**src/rtl/key_loader_pkg.sv**
```systemverilog
// Shared types and constants for the serial key loader.
package key_loader_pkg;

  typedef enum logic [2:0] {
    IDLE   = 3'd0,
    SHIFT  = 3'd1,
    PARITY = 3'd2,
    COMMIT = 3'd3,
    ERROR  = 3'd4
  } state_t;

  localparam int KEY_WIDTH_DEFAULT = 16;

  // XOR of all key bits plus the parity bit must equal this for a good frame.
  localparam logic PARITY_EVEN = 1'b0;

endpackage

```
**src/rtl/key_loader_shift_par.sv**
```systemverilog
// Shadow shift register, accepted-bit counter and running parity for one key frame.
module key_shift_par #(
  parameter int KEY_WIDTH = 16,
  parameter int CNT_WIDTH = $clog2(KEY_WIDTH + 1)
) (
  input  logic                 clk,
  input  logic                 rst_n,
  input  logic                 clr,
  input  logic                 shift_en,
  input  logic                 bit_in,
  output logic [KEY_WIDTH-1:0] shadow,
  output logic [CNT_WIDTH-1:0] cnt,
  output logic                 par
);

  // clr wins over shift_en so a zeroize never lets a bit slip in.
  always_ff @(posedge clk) begin
    if (!rst_n || clr) begin
      shadow <= '0;
      cnt    <= '0;
      par    <= 1'b0;
    end else if (shift_en) begin
      shadow <= {shadow[KEY_WIDTH-2:0], bit_in};
      cnt    <= cnt + CNT_WIDTH'(1);
      par    <= par ^ bit_in;
    end
  end

endmodule

```
**src/rtl/key_loader.sv**
```systemverilog
// Serial key loader: assembles a parity-protected frame and commits only verified keys.
module key_loader
  import key_loader_pkg::*;
#(
  parameter  int KEY_WIDTH = KEY_WIDTH_DEFAULT,
  localparam int CNT_WIDTH = $clog2(KEY_WIDTH + 1)
) (
  input  logic                 clk,
  input  logic                 rst_n,
  input  logic                 start,
  input  logic                 zeroize,
  input  logic                 ser_valid,
  input  logic                 ser_data,
  output logic                 ser_ready,
  output logic [KEY_WIDTH-1:0] key_out,
  output logic                 key_valid,
  output logic                 busy,
  output logic                 err
);

  localparam logic [CNT_WIDTH-1:0] LAST_CNT = CNT_WIDTH'(KEY_WIDTH - 1);

  state_t                 state;
  logic [KEY_WIDTH-1:0]   shadow;
  logic [CNT_WIDTH-1:0]   cnt;
  logic                   par;
  logic                   hs;
  logic                   clr;
  logic                   shift_en;

  // ser_ready is the only decoded output; zeroize masks it in the same cycle.
  assign ser_ready = ((state == SHIFT) || (state == PARITY)) && !zeroize;
  assign hs        = ser_valid && ser_ready;
  assign clr       = zeroize || ((state == IDLE) && start);
  assign shift_en  = hs && (state == SHIFT);

  key_shift_par #(
    .KEY_WIDTH(KEY_WIDTH),
    .CNT_WIDTH(CNT_WIDTH)
  ) u_shift_par (
    .clk      (clk),
    .rst_n    (rst_n),
    .clr      (clr),
    .shift_en (shift_en),
    .bit_in   (ser_data),
    .shadow   (shadow),
    .cnt      (cnt),
    .par      (par)
  );

  // The previous key stays live through a reload until COMMIT or ERROR.
  always_ff @(posedge clk) begin
    if (!rst_n || zeroize) begin
      state     <= IDLE;
      key_out   <= '0;
      key_valid <= 1'b0;
      busy      <= 1'b0;
      err       <= 1'b0;
    end else begin
      case (state)
        IDLE: begin
          if (start) begin
            state <= SHIFT;
            busy  <= 1'b1;
            err   <= 1'b0;
          end
        end
        SHIFT: begin
          if (hs && (cnt == LAST_CNT)) state <= PARITY;
        end
        PARITY: begin
          if (hs) begin
            busy  <= 1'b0;
            state <= ((par ^ ser_data) == PARITY_EVEN) ? COMMIT : ERROR;
          end
        end
        COMMIT: begin
          key_out   <= shadow;
          key_valid <= 1'b1;
          state     <= IDLE;
        end
        ERROR: begin
          key_out   <= '0;
          key_valid <= 1'b0;
          err       <= 1'b1;
          state     <= IDLE;
        end
        default: state <= IDLE;
      endcase
    end
  end

endmodule
```
**config.mk**
```make
export PLATFORM = sky130hd
export DESIGN_NAME = key_loader
export DESIGN_NICKNAME = d
export VERILOG_FILES = /design/src/rtl/key_loader_pkg.sv /design/src/rtl/key_loader_shift_par.sv /design/src/rtl/key_loader.sv
export SDC_FILE = /design/constraint.sdc
export NUM_CORES = 1
export LEC_CHECK = 0
export ABC_AREA = 1
export BUFFER_PORTS_ARGS = -buffer_cell sky130_fd_sc_hd__buf_2
export CORE_ASPECT_RATIO = 2
export CORE_MARGIN = 3
export CORE_UTILIZATION = 30
export CTS_BUF_LIST = sky130_fd_sc_hd__clkbuf_16
export DETAILED_ROUTE_END_ITERATION = 8
export PLACE_DENSITY = 0.48
export SYNTH_ARGS = -nofsm -noshare
export SYNTH_HDL_FRONTEND = slang
export SYNTH_SLANG_ARGS = --single-unit
```
**constraint.sdc**
```tcl
create_clock -name clk -period 1.4 [get_ports clk]
set_input_delay 0.14 -clock clk [delete_from_list [all_inputs] [get_ports clk]]
set_output_delay 0.14 -clock clk [all_outputs]
set_load 0.02 [all_outputs]
```
Word level (Yosys, flattened, before mapping)
Cells that the tools add are included.

word-level totals
  bits in registers = 44
  output and inout port bits = 20
  logic and storage cells = 48

operators by class
  bitwise gates (word level) = 1
  eq/ne operators = 8
  mux-type cells = 12
  add/subtract/negate cells = 1
  reductions and logical operators = 18

operators by type and width
  operator                                                          number
  16-bit one-hot mux with 2 select lines                            1
  3-bit two-way mux                                                 4
  3-bit one-hot mux with 3 select lines                             1
  3-bit by 2-bit == test with 1-bit output (second input constant)  2
  1-bit one-hot mux with 2 select lines                             3
  3-bit AND reduction                                               2
  2-bit nonzero test                                                3
  5-bit by 1-bit adder with 5-bit output (second input constant)    1
  5-bit by 4-bit == test with 1-bit output (second input constant)  1
  1-bit logical AND                                                 5
  1-bit logical OR                                                  4
  2-bit != test (second input constant)                             2
  3-bit by 1-bit == test with 1-bit output (second input constant)  1
  3-bit == test (second input constant)                             1
  3-bit logical NOT                                                 1
  1-bit two-way mux                                                 3
  1-bit logical NOT                                                 2
  2-bit by 1-bit != test with 1-bit output (second input constant)  1
  2-bit AND reduction                                               1
  1-bit XOR                                                         1

Longest topological paths before layout
  depth after elaboration = 7
  mapped depth = 11
  mapped depth without buffers = 11

Cells and area by module
A second synthesis with hierarchy kept.

second synthesis, totals
  cells, all modules = 237
  area total of the unflattened synthesis = 1909.3 um^2

by module, submodules not included
  module         area each (um^2)  cells an instance  times used
  key_loader     1097.3            133                1
  key_shift_par  812.0             104                1

Worst setup path before layout
Ideal clock, no wire load.

  path type = register to register
  start point = reg state[2]
  end point = reg busy
  required time = 1.291 ns
  period minus slack after synthesis = 1.373 ns
  stages on the path, launching flop included = 8
  path buffers = 1
  setup time = 0.109 ns
  slack = 0.027 ns
  arrival time = 1.264 ns
  cells stage by stage = dfxtp_1 > buf_2 > nor2_1 > nand2_1 > a21oi_1 > nand3_1 > nand2_1 > inv_1

on the way
  word-level cells in the longest chain between the ends = 6
  elaborated cells between the ends (all ways) = 11

ends and longest elaborated chain
  element                                                                                                      line              RTL
  from (decl)                                                                                                  key_loader.sv:23  state_t state;
  from (signal assigned)                                                                                       key_loader.sv:74  state <= ((par ^ ser_data) == PARITY_EVEN) ? COMMIT : ERROR;
  3-bit by 1-bit == test with 1-bit output / 3-bit by 2-bit == test with 1-bit output (equally long branches)  key_loader.sv:32  assign ser_ready = ((state == SHIFT) || (state == PARITY)) && !zeroize;
  1-bit logical OR *                                                                                           key_loader.sv:32
  1-bit logical AND *                                                                                          key_loader.sv:32
  via ser_ready                                                                                                key_loader.sv:14  output logic ser_ready,
  1-bit logical AND *                                                                                          key_loader.sv:33  assign hs = ser_valid && ser_ready;
  2-bit != test (no line) *                                                                                    --
  3-bit AND reduction (no line) *                                                                              --
  to (signal assigned)                                                                                         key_loader.sv:57  busy <= 1'b0;
  to (signal assigned)                                                                                         key_loader.sv:64  busy <= 1'b1;
  to (signal assigned)                                                                                         key_loader.sv:73  busy <= 1'b0;
  to (decl)                                                                                                    key_loader.sv:17  output logic busy,

The timed path passes the listed nets; every way through them passes the cells marked *.
A chain may end at the register's enable or synchronous reset.

Final worst setup path
  start point = reg state[0]
  end point = out ser_ready

on the way
  word-level cells in the longest chain between the ends = 3
  elaborated cells between the ends (all ways) = 4

ends and longest elaborated chain
  element                                                                                                      line
  3-bit by 1-bit == test with 1-bit output / 3-bit by 2-bit == test with 1-bit output (equally long branches)  key_loader.sv:32
  1-bit logical OR *                                                                                           key_loader.sv:32
  1-bit logical AND *                                                                                          key_loader.sv:32
  to (decl)                                                                                                    key_loader.sv:14

Every way passes the cells marked *; elsewhere a longest branch is shown, timed or not.

==> results.md <==
* Synth cell types at 21
* GP Congestion at 0.766
* Worst-Margin Slew at between 0.3 and 0.4 ns
* H-tree Lvls at 2
* Starting DRT DRC Count at just over 50
* Status: complete, no violations
* Max Clock Freq at 0.731 GHz
* Max Slew Vio Count at 0
* Tcrit/Tclk final at 0.977
* Die Area at between 7000 and 8000 sq um
* Initial Util at 0.313
* Overall Global Routing Usage at 0.136
* Post-DP HPWL at 2950 um
* Post-DRT Antenna Nets at 0
* WHS at roughly 0.12 ns
* Critical Path End Type: output port
* Worst ir drop on vdd at between 0.5 and 0.6 mV
* Core area at approximately 5800 sq um
* Share of layout cells above drive strength 1 at 0.277
* Die width at ~61 um
* First-pass GRT wire length at approximately 7400 um
* DR vias at 1654
* Post-layout nets at roughly 280
* Worst-path clk slew at around 0.060 ns
* Placement Rows at 39
* Final Hold Vio Count at 0
* Syn avg cell area at approximately 7.6 sq um
* Via-to-Cell Ratio at a little under 5
* Drt drc at 0
* Post-Synthesis Cells at between 200 and 250
* Startpoint types: register
* CTS tree: done
* Clk_skew at 0.00491 ns
* Worst-Skew Late Latency at around 0.28 ns
* Hold crit path type: primary input to register
* Crit Path Category: register to output port
* Yosys top cell area share at 0.489
* CP Data Arrival Time at approximately 1.2 ns
* Final WL at between 4000 and 5000 um
* Number of port buffers at 25
* Layout fillers at 623
* N_diodes at 0
* Static Leak at just over 0.9 nW
* Pwr per Cell Area at 1210 nW/um^2
* Synth-to-Final Area Change at 31.0%
* Clock Tree Root: clkbuf_16
* Worst-path maximum fanout at 4
* Initial antenna violation count at 0
* First-pass DRT Iterations at 4
* Setup TNS at 0 ns
* TritonCTS Buffers at 5
* RSZ-0062 raised after global routing: yes
* DR WL/cell at roughly 13 um
* Mapped cell area at approximately 1800 sq um
* Overflow after GRT at 0
* Top-level I/O count at 26
* #FFs+latches synth at 44
* Sequential element share of the synthesized area at 0.489
* Min cycle time layout at between 1 and 1.5 ns
* Number of max-cap violations at 0
* Longest Clk Path Bufs at 2
* Height of the die at between 100 and 150 um
* CTS Sinks at 44
* Yosys warning count at 0
* Mapped Nets at roughly 250
* Synth area leader: dfxtp_1
* Synth area leaders: dfxtp_1, a21oi_1, nand2_1
* Power after layout at 0.00286 W
* Slew margin rel. at 0.740
* Vias in the first global route at roughly 1600
* Final Setup Violations at 0
* Worst EP required at roughly 1.3 ns
* Largest net degree at the start of global routing at 19
[logic make-up (layout without fill, tap and decap cells)]
logic type      Yosys count  count (layout)  share of synthesized area
buf+inv                  32              68                     0.0785
flops                    44              44                      0.489
compound gates           46              46                      0.128
xor+xnor                  2               2                    0.00972
fa+ha+maj                 2               2                     0.0139
simple gates            112             112                      0.281
[Yosys cell counts]
cell type  instances
nor3_1             1
nor2_4             1
nand3_2            1
nand3b_1           1
nor3_4             1
nand4_1            1
clkbuf_1           3
ha_1               2
a21oi_1           43
nand3_1           38
inv_1             16
buf_4              3
o21ai_0            3
or2_0              1
nand2_2            1
nand2_1           56
dfxtp_1           44
inv_2              2
nor2_1            10
xor2_1             2
buf_2              8
[sequential cells by signal, indices dropped and copies added, names as in the netlist]
name	cells
busy	1
key_out	16
state	3
u_shift_par.cnt	5
u_shift_par.shadow	16
err	1
u_shift_par.par	1
key_valid	1
[power breakdown]
| group | total (W) | internal (W) | switching, W |
|---|---|---|---|
| clock network | 0.00132 | 0.000838 | 0.000482 |
| registers | 0.00127 | 0.00126 | 0.0000115 |
| logic | 0.000268 | 0.000104 | 0.000164 |
[metal layers]
layer	track usage	part of all wire
met3	0.0223	0.031
met1	0.163	0.41
met2	0.236	0.55
met4	0.0478	0.015
met5	0	0
[placed cells by master, fill, tap and decap left out, drive strengths merged]
| cell | netlist | layout |
|---|---|---|
| a21oi | 43 | 43 |
| xor2 | 2 | 2 |
| nand3 | 39 | 39 |
| dfxtp | 44 | 44 |
| buf | 11 | 42 |
| nand4 | 1 | 1 |
| nor2 | 11 | 11 |
| clkbuf | 3 | 5 |
| bufinv | 0 | 1 |
| nand3b | 1 | 1 |
| o21ai | 3 | 3 |
| inv | 18 | 18 |
| or2 | 1 | 1 |
| nand2 | 57 | 57 |
| clkinv | 0 | 2 |
| nor3 | 2 | 2 |
| ha | 2 | 2 |
[critical path, cell delays in order, from the launching register on]
cell and delay, ns:
dfxtp_4 0.36, buf_6 0.12, nor2_4 0.07, nand2_2 0.08
a21oi_2 0.16, buf_4 0.16
[stage by stage]
step	util	cells	area, sq um	setup slack (ns)
global placement	0.362	324	2080	0.0104
CTS	0.393	332	2260	0.00456
finish	0.410	335	2360	0.0320
floorplan	-	238	1800	0.0270
detailed placement	0.362	324	2080	-0.0217
global route	0.410	335	2360	-0.0517
[worst paths after layout]
check                             startpoint                                  to  slack (ns)  cells past startpoint
max                    state[0]$_SDFFE_PP0P_                           ser_ready        0.03                      5
min                                 ser_data  u_shift_par.shadow[0]$_SDFFE_PP0P_        0.12                      3
max reg2reg  u_shift_par.cnt[1]$_SDFFE_PP0P_               state[0]$_SDFFE_PP0P_        0.05                     10
min reg2reg           key_valid$_SDFFE_PP0P_              key_valid$_SDFFE_PP0P_        0.46                      2
[cell type report]
type / count / area (sq um) / area share
Sequential cell: 44 / 892 / 0.378
Inverter: 18 / 70.1 / 0.0297
Clock buffer: 5 / 125 / 0.0530
Clock inverter: 3 / 42.5 / 0.0180
Tap cell: 61 / 76.3 / 0.0323
Timing Repair Buffer: 42 / 309 / 0.131
Multi-Input combinational cell: 162 / 846 / 0.358
[what timing repair did]
action / in CTS / in global routing
gates resized for setup: 6 / 24
setup buffers: 0 / 3
hold buffers: 0 / 0
setup endpoints to repair: 3 / 29
pin swaps: 1 / 7
No activity file was read; power rests on OpenSTA's default activity.
